$ cat src/rtl/mem_resp_ctrl_pkg.sv
// Shared types and helpers for the MEM/WB data-response controller.
//   mrc_state_e : controller FSM encoding (Idle/Wait/Hold/Drain = 0/1/2/3)
//   CNT_W       : width of outstanding/cancel counters
//   sat_inc     : saturating increment for the optional statistics counters
package mem_resp_ctrl_pkg;

    localparam int unsigned CNT_W  = 3;
    localparam int unsigned STAT_W = 32;

    typedef enum logic [1:0] {
        StIdle  = 2'd0,
        StWait  = 2'd1,
        StHold  = 2'd2,
        StDrain = 2'd3
    } mrc_state_e;

    function automatic logic [STAT_W-1:0] sat_inc(input logic [STAT_W-1:0] v);
        return (&v) ? v : v + 32'd1;
    endfunction

endpackage

$ cat src/rtl/mem_resp_fifo.sv
// Request-kind FIFO: one bit per in-flight data request (1 = store), kept in issue order.
// Ports:
//   clk, rst   clock, synchronous active-high reset
//   push_i     enqueue din_i (caller guarantees space, or a same-cycle pop)
//   pop_i      dequeue head (caller guarantees non-empty)
//   din_i      kind of the pushed request
//   head_o     kind of the oldest request
//   count_o    number of entries
module mem_resp_fifo
    import mem_resp_ctrl_pkg::*;
#(
    parameter int unsigned DEPTH = 2
) (
    input  logic             clk,
    input  logic             rst,
    input  logic             push_i,
    input  logic             pop_i,
    input  logic             din_i,
    output logic             head_o,
    output logic [CNT_W-1:0] count_o
);

    logic [DEPTH-1:0] mem_q, mem_d;
    logic [CNT_W-1:0] count_q, count_d;
    logic [CNT_W-1:0] wr_idx;

    // Shift-register organisation: head always sits in entry 0, so no pointers are needed.
    always_comb begin
        mem_d   = pop_i ? (mem_q >> 1) : mem_q;
        wr_idx  = count_q - CNT_W'(pop_i);
        count_d = count_q + CNT_W'(push_i) - CNT_W'(pop_i);
        for (int i = 0; i < int'(DEPTH); i++) begin
            if (push_i && (wr_idx == CNT_W'(i))) begin
                mem_d[i] = din_i;
            end
        end
    end

    always_ff @(posedge clk) begin
        if (rst) begin
            mem_q   <= '0;
            count_q <= '0;
        end else begin
            mem_q   <= mem_d;
            count_q <= count_d;
        end
    end

    assign head_o  = mem_q[0];
    assign count_o = count_q;

endmodule

$ cat src/rtl/mem_resp_ctrl.sv
// MEM/WB data-response sequencer. Tracks in-flight data requests in issue order, pairs each
// data_data_ok_i with its request, forwards load data to WriteBack (0-latency bypass or from a
// one-entry hold register), drops store acks and responses made stale by a flush, and throttles
// new requests at MAX_OUTST.
// Ports:
//   clk, rst                    clock, synchronous active-high reset
//   req_fire_i, req_wr_i        request accepted this cycle / it is a store
//   req_allow_o                 MEM may issue (outstanding < MAX_OUTST)
//   data_data_ok_i, data_rdata_i  in-order bus response beat and its data
//   wb_need_i, wb_consume_i     WB holds a load awaiting data / WB retires it this cycle
//   wb_ready_o, wb_rdata_o      load data valid for WB / the data (0 when not ready)
//   flush_i                     all in-flight requests become stale
//   outst_cnt_o, busy_o         requests in flight (incl. stale) / FSM not idle
// Optional (MEM_RESP_STAT_EN defined):
//   stat_stall_o                cycles with wb_need_i && !wb_ready_o (saturating)
//   stat_drop_o                 responses discarded as stale (saturating)
module mem_resp_ctrl
    import mem_resp_ctrl_pkg::*;
#(
    parameter int unsigned MAX_OUTST = 2,
    parameter int unsigned DATA_W    = 32
) (
    input  logic              clk,
    input  logic              rst,
    input  logic              req_fire_i,
    input  logic              req_wr_i,
    output logic              req_allow_o,
    input  logic              data_data_ok_i,
    input  logic [DATA_W-1:0] data_rdata_i,
    input  logic              wb_need_i,
    input  logic              wb_consume_i,
    output logic              wb_ready_o,
    output logic [DATA_W-1:0] wb_rdata_o,
    input  logic              flush_i,
    output logic [CNT_W-1:0]  outst_cnt_o,
    output logic              busy_o
`ifdef MEM_RESP_STAT_EN
    ,
    output logic [STAT_W-1:0] stat_stall_o,
    output logic [STAT_W-1:0] stat_drop_o
`endif
);

    logic [CNT_W-1:0]  count;
    logic              head_wr;
    logic              full, pop, push;
    logic              drop_stale, live, bypass;
    logic [CNT_W-1:0]  cancel_q, cancel_d;
    logic [CNT_W-1:0]  outst_next;
    logic              hold_v_q, hold_v_d;
    logic [DATA_W-1:0] hold_q, hold_d;
    mrc_state_e        state_q, state_d;

    assign full = (count == CNT_W'(MAX_OUTST));
    assign pop  = data_data_ok_i && (count != '0);
    // A fire at the limit is only accepted when a response frees a slot in the same cycle.
    assign push = req_fire_i && (!full || pop);

    mem_resp_fifo #(
        .DEPTH (MAX_OUTST)
    ) u_kind_fifo (
        .clk     (clk),
        .rst     (rst),
        .push_i  (push),
        .pop_i   (pop),
        .din_i   (req_wr_i),
        .head_o  (head_wr),
        .count_o (count)
    );

    always_comb begin
        drop_stale = pop && (cancel_q != '0);
        // A flush in the same cycle kills the response that would otherwise be live.
        live       = pop && (cancel_q == '0) && !head_wr && !flush_i;
        bypass     = live && !hold_v_q && wb_need_i;
        outst_next = count - CNT_W'(pop) + CNT_W'(push);

        req_allow_o = (count < CNT_W'(MAX_OUTST));
        wb_ready_o  = wb_need_i && (hold_v_q || bypass);
        wb_rdata_o  = '0;
        if (wb_ready_o) begin
            wb_rdata_o = hold_v_q ? hold_q : data_rdata_i;
        end

        cancel_d = cancel_q;
        if (drop_stale) begin
            cancel_d = cancel_q - CNT_W'(1);
        end
        if (flush_i) begin
            cancel_d = outst_next;
        end

        hold_v_d = hold_v_q;
        hold_d   = hold_q;
        if (hold_v_q && wb_consume_i) begin
            hold_v_d = 1'b0;
        end
        if (live && !(bypass && wb_consume_i)) begin
            hold_v_d = 1'b1;
            hold_d   = data_rdata_i;
        end
        if (flush_i) begin
            hold_v_d = 1'b0;
        end

        // Next state follows from the next-cycle counters and hold flag.
        state_d = state_q;
        if (cancel_d != '0) begin
            state_d = StDrain;
        end else if (hold_v_d) begin
            state_d = StHold;
        end else if (outst_next != '0) begin
            state_d = StWait;
        end else begin
            state_d = StIdle;
        end
    end

    always_ff @(posedge clk) begin
        if (rst) begin
            cancel_q <= '0;
            hold_v_q <= 1'b0;
            hold_q   <= '0;
            state_q  <= StIdle;
        end else begin
            cancel_q <= cancel_d;
            hold_v_q <= hold_v_d;
            hold_q   <= hold_d;
            state_q  <= state_d;
        end
    end

    assign outst_cnt_o = count;
    assign busy_o      = (state_q != StIdle);

`ifdef MEM_RESP_STAT_EN
    logic [STAT_W-1:0] stall_q, drop_q;

    always_ff @(posedge clk) begin
        if (rst) begin
            stall_q <= '0;
            drop_q  <= '0;
        end else begin
            if (wb_need_i && !wb_ready_o) begin
                stall_q <= sat_inc(stall_q);
            end
            if (drop_stale) begin
                drop_q <= sat_inc(drop_q);
            end
        end
    end

    assign stat_stall_o = stall_q;
    assign stat_drop_o  = drop_q;
`endif

`ifndef SYNTHESIS
    a_fire_full : assert property (@(posedge clk) disable iff (rst)
        !(req_fire_i && full && !pop))
        else $error("request fired with outstanding limit reached");
    a_ok_empty : assert property (@(posedge clk) disable iff (rst)
        !(data_data_ok_i && (count == '0)))
        else $error("data_ok with no request in flight");
    a_cancel_le : assert property (@(posedge clk) disable iff (rst)
        cancel_q <= count)
        else $error("cancel count exceeds outstanding");
    a_hold_ovr : assert property (@(posedge clk) disable iff (rst)
        !(live && hold_v_q && !wb_consume_i))
        else $error("live load overwrote unconsumed held data");
`endif

endmodule

$ cat config.mk
export PLATFORM = sky130hd
export DESIGN_NAME = mem_resp_ctrl
export DESIGN_NICKNAME = d
export VERILOG_FILES = /design/src/rtl/mem_resp_ctrl_pkg.sv /design/src/rtl/mem_resp_fifo.sv /design/src/rtl/mem_resp_ctrl.sv
export SDC_FILE = /design/constraint.sdc
export NUM_CORES = 1
export LEC_CHECK = 0
export CAP_MARGIN = 15
export CORE_MARGIN = 2
export CORE_UTILIZATION = 35
export DETAILED_ROUTE_END_ITERATION = 8
export GPL_TIMING_DRIVEN = 0
export PLACE_DENSITY = 0.75
export SLEW_MARGIN = 20
export SYNTH_ARGS = -nofsm -noshare
export SYNTH_HDL_FRONTEND = slang
export SYNTH_SLANG_ARGS = --single-unit
$ cat constraint.sdc
create_clock -name clk -period 2.6 [get_ports clk]
set_input_delay 0.52 -clock clk [delete_from_list [all_inputs] [get_ports clk]]
set_output_delay 0.52 -clock clk [all_outputs]
set_load 0.01 [all_outputs]
==> metrics.txt, run 1 <==
# TYPE chip_impl_metric gauge
chip_impl_metric{name="port-buffer-count",unit=""} 75
chip_impl_info{name="timing.critical_path.cells",value="inv_2 > ha_4 > ha_4 > nor3b_4 > a21oi_1 > nand2b_1 > buf_6 > buf_4 > buf_12 > nor2_1 > buf_2"} 1
chip_impl_metric{name="filler_cell_count",unit=""} 673
chip_impl_metric{name="post-route-util",unit="%"} 49.9
chip_impl_metric{name="power.ir.vdd_worst",unit="V"} 0.000415
chip_impl_info{name="critical-path-slowest-cell",value="dfxtp_2"} 1
chip_impl_metric{name="finalNetCount",unit=""} 439
chip_impl_info{name="post_synth_main_area_contributors",value="dfxtp_1 35%, mux2i_1 13%, nand2_1 9.2%, a21oi_1 8.0%, nor2_1 5.5%"} 1
chip_impl_metric{name="floorplan.io_pins",unit=""} 78
chip_impl_info{name="crit_path_capture_type",value="output pin"} 1
chip_impl_info{name="critPathMostFrequentCell",value="ha_4"} 1
chip_impl_metric{name="htreeDepth",unit=""} 2
chip_impl_metric{name="route.antenna.remaining_nets",unit=""} 0
chip_impl_metric{name="cts_sinks",unit=""} 43
chip_impl_metric{name="track_usage",unit="%"} 15.5
chip_impl_info{name="result_of_the_run",value="completed"} 1
chip_impl_metric{name="clockBufferDepth",unit=""} 2
chip_impl_metric{name="post_cts_hold_buffer_count",unit=""} 0
chip_impl_info{name="crit-reg2reg-launch",value="u_kind_fifo.count_o[1]"} 1
chip_impl_metric{name="synth_area",unit="sq um"} 2450
chip_impl_info{name="critPathLaunch",value="cancel_q[0]"} 1
chip_impl_info{name="timing.hold.worst.start",value="hold_q[30]"} 1
chip_impl_metric{name="finalClockSkew",unit="ns"} 0.00552
chip_impl_info{name="tritoncts",value="yes"} 1
chip_impl_metric{name="timing.final.setup_violations",unit=""} 0
chip_impl_metric{name="power.density",unit="nW/um^2"} 729
chip_impl_metric{name="chipHeight",unit="microns"} 87.6
chip_impl_metric{name="die_area",unit="sq um"} 7680
chip_impl_metric{name="worst_slew_margin_rel",unit="%"} 52.6
chip_impl_metric{name="row_count",unit=""} 30
chip_impl_metric{name="finalNonFillerCells",unit=""} 486
chip_impl_metric{name="postSynth.asyncResetShare",unit="%"} 0
chip_impl_info{name="worst_hold_path_type",value="register to register"} 1
chip_impl_metric{name="synth.net_count",unit=""} 350
chip_impl_info{name="critical_path.startpoint_type",value="register"} 1
chip_impl_metric{name="cts_made_buffers",unit=""} 5
chip_impl_metric{name="critical_path.max_fanout",unit=""} 10
chip_impl_metric{name="via_per_inst",unit=""} 4.61
chip_impl_metric{name="worstPathArrival",unit="ns"} 2.02
chip_impl_metric{name="post_route_cells_drive_above_1_share",unit="%"} 21.5
chip_impl_metric{name="start_util",unit="%"} 36.0
chip_impl_metric{name="route.detailed.drc",unit=""} 0
chip_impl_metric{name="period_minus_slack",unit="ns"} 2.54
chip_impl_metric{name="timing_hold_violations_final",unit=""} 0
chip_impl_metric{name="setup_slack_after_layout",unit="ns"} 0.0591
chip_impl_metric{name="placedCellCount",unit=""} 471
chip_impl_metric{name="overall_power_of_the_completed_layout",unit="mW"} 2.47
chip_impl_metric{name="ys_seq_elements",unit=""} 43
chip_impl_metric{name="number_of_global_route_vias_before_repair",unit=""} 2144
chip_impl_metric{name="synth_sequential_area_ratio",unit="%"} 35.2
chip_impl_metric{name="design.core.area",unit="sq um"} 6790
chip_impl_metric{name="worstMarginPinSlew",unit="ns"} 0.710
chip_impl_metric{name="cpPeakStageDelay",unit="ns"} 0.33
chip_impl_metric{name="pre_cts_ws",unit="ns"} -0.410
chip_impl_metric{name="synthToLayoutAreaGrowth",unit="%"} 38.7
chip_impl_metric{name="yosysWarningCount",unit=""} 0
chip_impl_info{name="cts_root_buffer",value="clkbuf_8"} 1
chip_impl_metric{name="largest_net_degree_at_the_start_of_global_routing",unit=""} 15
chip_impl_metric{name="routabilityCongestion",unit=""} 0.825
chip_impl_metric{name="timing.fmax",unit="GHz"} 0.394
chip_impl_info{name="post-synth-top-area-cell",value="dfxtp_1"} 1
chip_impl_metric{name="syn_inst",unit=""} 300
chip_impl_metric{name="antennaDiodeCount",unit=""} 0
chip_impl_metric{name="grt_first_pass_wirelength",unit="mm"} 9.44
chip_impl_info{name="postSynth.topFlopCell",value="dfxtp_1"} 1
chip_impl_metric{name="number_of_synthesized_flops_with_an_enable_pin",unit=""} 0
chip_impl_metric{name="vias",unit=""} 2241
chip_impl_metric{name="antenna_violations_before_repair",unit=""} 0
chip_impl_metric{name="share_of_yosys_cell_area_claimed_by_the_top_area_cell_type",unit="%"} 35.2
chip_impl_metric{name="place.detailed.hpwl",unit="mm"} 4.32
chip_impl_metric{name="leakage_power_summed_over_all_cells",unit="nW"} 1.35
chip_impl_metric{name="synthDistinctLibCells",unit=""} 37
chip_impl_metric{name="fin_crit_sh",unit="%"} 97.7
chip_impl_metric{name="detailed_router_s_first_iteration_violation_count",unit=""} 67
chip_impl_metric{name="clk_pin_slew_worst_paths",unit="ns"} 0.08
chip_impl_metric{name="maxCapViolCount",unit=""} 0
chip_impl_metric{name="grt_overflow",unit=""} 0
chip_impl_metric{name="drt_first_pass_iters",unit=""} 4
chip_impl_metric{name="routedWlPerCell",unit="microns"} 12.4
chip_impl_metric{name="chipWidth",unit="microns"} 87.6
chip_impl_metric{name="clk_latency",unit="ns"} 0.29
chip_impl_info{name="grt_setup_unrepaired",value="true"} 1
chip_impl_metric{name="holdWs",unit="ns"} 0.456
chip_impl_metric{name="synth_area_per_cell",unit="sq um"} 8.16
chip_impl_metric{name="timing.critical_path.required",unit="ns"} 2.08
chip_impl_metric{name="drt_wl_total",unit="mm"} 6.04
chip_impl_info{name="critical_path_class",value="register to output pin"} 1
chip_impl_metric{name="timing.final.max_slew_violations",unit=""} 0
[layout by cell type (no fill, tap or decap), types with 2 or more instances in the layout]
cell type / synthesis / layout
nand2_2: 5 / 5
a21oi_1: 39 / 39
clkdlybuf4s50_1: 0 / 41
inv_2: 0 / 2
clkbuf_8: 0 / 5
xnor2_1: 2 / 2
dfxtp_2: 0 / 2
dfxtp_1: 43 / 40
buf_6: 8 / 8
nand4_1: 3 / 3
nand2_1: 60 / 60
ha_1: 9 / 7
buf_2: 1 / 30
nor2b_1: 2 / 2
clkbuf_1: 9 / 8
nand2b_1: 3 / 3
mux2i_1: 32 / 32
inv_1: 15 / 13
and2_1: 2 / 2
nor3_1: 7 / 6
ha_4: 0 / 2
dlygate4sd2_1: 0 / 4
nor2_2: 0 / 4
o211ai_1: 2 / 2
buf_12: 3 / 3
nor2_1: 36 / 32
buf_4: 0 / 7
[power by group]
| group | total [mW] | internal [mW] | leakage (nW) | switching, mW |
|---|---|---|---|---|
| clock | 0.526 | 0.286 | 0.0581 | 0.240 |
| sequential | 0.834 | 0.768 | 0.351 | 0.0660 |
| combinational | 1.11 | 0.576 | 0.943 | 0.538 |
[layer usage]
metal | track usage (%) | vias to the layer above | part of all wire [%]
met1 | 18.2 | 1015 | 44
met3 | 2.92 | 4 | 4.6
met4 | 4.62 | 0 | 0.69
met2 | 28.4 | 51 | 51
li1 | - | 1171 | -
met5 | 0 | - | 0
[kinds of logic (layout without fill, tap and decap cells)]
family	Yosys count	in the layout	synth area share, %
mux	32	32	13.1
flops	43	43	35.2
fa+ha+maj	10	10	5.42
simple gates	129	129	24.1
compound gates	46	46	10.3
buf+inv	37	127	10.3
xor+xnor	3	3	1.64
[stage by stage]
| step | TNS (ns) | instance area, sq um |
|---|---|---|
| 2_1_floorplan | 0 | 2450 |
| 3_3_place_gp | -11.17 | 3320 |
| 3_5_place_dp | -11.87 | 3320 |
| 4_1_cts | -0.622 | 3310 |
| 5_1_grt | -0.0738 | 3390 |
| 6_report | 0 | 3390 |
[flip-flops by register name (all words and copies together) (netlist names)]
register,count
hold_q,32
state_q,2
hold_v_q,1
u_kind_fifo.mem_q,2
u_kind_fifo.count_o,3
cancel_q,3
[what timing repair did]
item	in CTS	in global routing
gates resized for setup	126	16
hold endpoints to repair	0	0
pin swaps	0	5
setup endpoints to repair	34	30
buffers inserted	2	5
[layout make-up]
class                   instances  area (sq um)  area share (%)
clock inverters                 3          43.8            1.29
inverters                      16          62.6            1.84
clock buffers                   5          68.8            2.03
flip-flops and latches         43           867            25.6
repair buffers                 82           654            19.3
multi-input cells             220          1390            40.9
plain buffers                  21           190            5.60
well taps                      96           120            3.54
[cells in the mapped netlist, types with 5 or more instances]
cell type	instances
a21oi_1	39
buf_6	8
clkbuf_1	9
dfxtp_1	43
ha_1	9
inv_1	15
mux2i_1	32
nand2_1	60
nand2_2	5
nor2_1	36
nor3_1	7
[worst max-delay path, delay by kind of cell, from the launching register on]
family / cells / cell delay, ns
AOI/OAI and AO/OA: 1 / 0.08
adders and majority gates: 2 / 0.25
buffers and inverters: 5 / 0.61
DFF: 1 / 0.33
and+or+nand+nor: 3 / 0.45
[path summary, 6_finish.rpt]
path,slack [ns],cells past startpoint,endpoint
max,0.06,11,wb_rdata_o[2]
min,0.46,2,hold_q[30]
max reg2reg,0.17,11,state_q[1]
min reg2reg,0.46,2,hold_q[30]
(Power assumes the default switching activity.)
==> run 2: changes to the inputs <==
--- a/config.mk
+++ b/config.mk
@@ -9,8 +9,9 @@
 export CORE_MARGIN = 2
 export CORE_UTILIZATION = 35
 export DETAILED_ROUTE_END_ITERATION = 8
+export DONT_BUFFER_PORTS = 1
 export GPL_TIMING_DRIVEN = 0
-export PLACE_DENSITY = 0.75
+export PLACE_DENSITY = 0.61
 export SLEW_MARGIN = 20
 export SYNTH_ARGS = -nofsm -noshare
 export SYNTH_HDL_FRONTEND = slang
==> metrics.txt, run 2 (synthesized netlist as in run 1, its figures left out) <==
# TYPE chip_impl_metric gauge
chip_impl_metric{name="htreeDepth",unit=""} 2
chip_impl_info{name="cts_root_buffer",value="clkbuf_8"} 1
chip_impl_info{name="timing.critical_path.cells",value="inv_1 > ha_1 > ha_1 > nor3b_4 > a21oi_1 > nand2b_1 > buf_6 > buf_12 > nor2_1"} 1
chip_impl_metric{name="routabilityCongestion",unit=""} 0.814
chip_impl_metric{name="timing_hold_violations_final",unit=""} 0
chip_impl_metric{name="drt_first_pass_iters",unit=""} 4
chip_impl_metric{name="pre_cts_ws",unit="ns"} 0.0313
chip_impl_metric{name="route.detailed.drc",unit=""} 0
chip_impl_metric{name="via_per_inst",unit=""} 4.85
chip_impl_info{name="crit-reg2reg-launch",value="u_kind_fifo.count_o[1]"} 1
chip_impl_info{name="critical-path-top-delay-family",value="simple AND/OR/NAND/NOR gates"} 1
chip_impl_metric{name="track_usage",unit="%"} 13.9
chip_impl_metric{name="post_cts_hold_buffer_count",unit=""} 0
chip_impl_metric{name="grt_overflow",unit=""} 0
chip_impl_metric{name="chipHeight",unit="microns"} 87.6
chip_impl_metric{name="row_count",unit=""} 30
chip_impl_metric{name="fin_crit_sh",unit="%"} 95.2
chip_impl_metric{name="cpPeakStageDelay",unit="ns"} 0.31
chip_impl_info{name="timing.hold.worst.start",value="data_rdata_i[20]"} 1
chip_impl_metric{name="grt_first_pass_wirelength",unit="mm"} 8.22
chip_impl_info{name="final_cell_mix",value="60 x nand2_1, 40 x dfxtp_1, 39 x a21oi_1"} 1
chip_impl_metric{name="place.detailed.hpwl",unit="mm"} 4.02
chip_impl_metric{name="finalNetCount",unit=""} 358
chip_impl_metric{name="largest_register_ff_count",unit=""} 32
chip_impl_metric{name="timing.final.setup_violations",unit=""} 0
chip_impl_metric{name="cts_sinks",unit=""} 43
chip_impl_info{name="worst_hold_path_type",value="input port to register"} 1
chip_impl_metric{name="start_util",unit="%"} 36.0
chip_impl_metric{name="setup_slack_after_layout",unit="ns"} 0.125
chip_impl_metric{name="clk_latency",unit="ns"} 0.29
chip_impl_info{name="crit_path_capture_type",value="output pin"} 1
chip_impl_metric{name="maxCapViolCount",unit=""} 0
chip_impl_metric{name="filler_cell_count",unit=""} 725
chip_impl_info{name="critical-path-slowest-cell",value="dfxtp_1"} 1
chip_impl_metric{name="period_minus_slack",unit="ns"} 2.48
chip_impl_metric{name="clockBufferDepth",unit=""} 2
chip_impl_info{name="critPathLaunch",value="cancel_q[0]"} 1
chip_impl_metric{name="worstPathBufferInverterCount",unit=""} 3
chip_impl_metric{name="timing.fmax",unit="GHz"} 0.404
chip_impl_metric{name="route.antenna.remaining_nets",unit=""} 0
chip_impl_metric{name="detailed_router_s_first_iteration_violation_count",unit=""} 56
chip_impl_metric{name="number_of_global_route_vias_before_repair",unit=""} 1732
chip_impl_metric{name="antennaDiodeCount",unit=""} 0
chip_impl_info{name="result_of_the_run",value="completed"} 1
chip_impl_metric{name="routedWlPerCell",unit="microns"} 13.4
chip_impl_metric{name="timing.final.max_slew_violations",unit=""} 0
chip_impl_metric{name="clk_pin_slew_worst_paths",unit="ns"} 0.08
chip_impl_metric{name="critical_path.max_fanout",unit=""} 10
chip_impl_metric{name="antenna_violations_before_repair",unit=""} 0
chip_impl_metric{name="timing.critical_path.required",unit="ns"} 2.08
chip_impl_info{name="grt_setup_unrepaired",value="true"} 1
chip_impl_metric{name="overall_power_of_the_completed_layout",unit="mW"} 2.11
chip_impl_info{name="critical_path.startpoint_type",value="register"} 1
chip_impl_info{name="mostFrequentLayoutCell",value="nand2_1"} 1
chip_impl_metric{name="power.ir.vdd_worst",unit="V"} 0.000378
chip_impl_metric{name="post_route_cells_drive_above_1_share",unit="%"} 18.8
chip_impl_metric{name="floorplan.io_pins",unit=""} 78
chip_impl_metric{name="drt_wl_total",unit="mm"} 5.42
chip_impl_metric{name="largest_net_degree_at_the_start_of_global_routing",unit=""} 13
chip_impl_metric{name="worstPathArrival",unit="ns"} 1.96
chip_impl_metric{name="power.density",unit="nW/um^2"} 775
chip_impl_metric{name="worstMarginPinSlew",unit="ns"} 0.752
chip_impl_metric{name="port-buffer-count",unit=""} 0
chip_impl_metric{name="worst_slew_margin_rel",unit="%"} 49.8
chip_impl_metric{name="cts_made_buffers",unit=""} 5
chip_impl_metric{name="design.core.area",unit="sq um"} 6790
chip_impl_info{name="critPathMostFrequentCell",value="ha_1"} 1
chip_impl_metric{name="vias",unit=""} 1963
chip_impl_metric{name="leakage_power_summed_over_all_cells",unit="nW"} 0.944
chip_impl_info{name="largest_register",value="hold_q"} 1
chip_impl_metric{name="synthToLayoutAreaGrowth",unit="%"} 11.4
chip_impl_metric{name="finalClockSkew",unit="ns"} 0.00442
chip_impl_metric{name="die_area",unit="sq um"} 7680
chip_impl_info{name="critical_path_class",value="register to output pin"} 1
chip_impl_info{name="tritoncts",value="yes"} 1
chip_impl_metric{name="chipWidth",unit="microns"} 87.6
## run 2: changes by cell type in the layout (fill, tap and decap cells not counted), moves of 2 or more
cell / before / now
buf_4: 7 / 1
dlygate4sd2_1: 4 / 0
ha_4: 2 / 0
nor2_1: 32 / 14
nor2_2: 4 / 22
buf_2: 30 / 1
inv_2: 2 / 0
clkdlybuf4s50_1: 41 / 0
inv_1: 13 / 15
ha_1: 7 / 9
clkbuf_1: 8 / 11
## run 2: repair_timing
action	in CTS	in global routing
setup endpoints to repair	0	32
endpoints found under the hold margin	0	0
gates resized for setup	0	27
buffers inserted	0	1
## run 2: final cells by class
cell class                 count  area, sq um  area share, %
multi-input combinational    220         1400           51.4
sequential                    43          865           31.7
buffer                        21          189           6.93
tap                           96          120           4.41
clock buffer                   7         76.3           2.80
inverter                      16         62.6           2.29
timing repair buffer           1         7.51          0.275
clock inverter                 1         5.00          0.184
## run 2: metal layers
layer	part of all wire, %	track usage (%)
met1	46	18.2
met2	46	22.0
met3	7.1	4.24
met4	1.1	4.34
met5	0	0
## run 2: power by group
group | total [mW] | internal [mW] | switching [mW]
Clock | 0.410 | 0.189 | 0.222
Combinational | 0.863 | 0.397 | 0.466
Sequential | 0.840 | 0.767 | 0.0732
Total | 2.11 | 1.35 | 0.761
## run 2: stage by stage
stage	cells	util (%)	instance area, sq um	TNS [ns]	hold slack [ns]
floorplan	300	-	2450	0	0.436
global placement	396	37.8	2570	0	0.442
detailed placement	396	37.8	2570	0	0.448
CTS	404	39.0	2650	0	0.334
global route	405	40.1	2730	-0.0903	0.337
finish	405	40.1	2730	0	0.345
## run 2: worst paths after layout
kind / to / slack, ns / cells past startpoint
min reg2reg: hold_q[0] / 0.46 / 2
max: wb_rdata_o[6] / 0.12 / 9
max reg2reg: state_q[0] / 0.14 / 11
min: hold_q[20] / 0.35 / 2
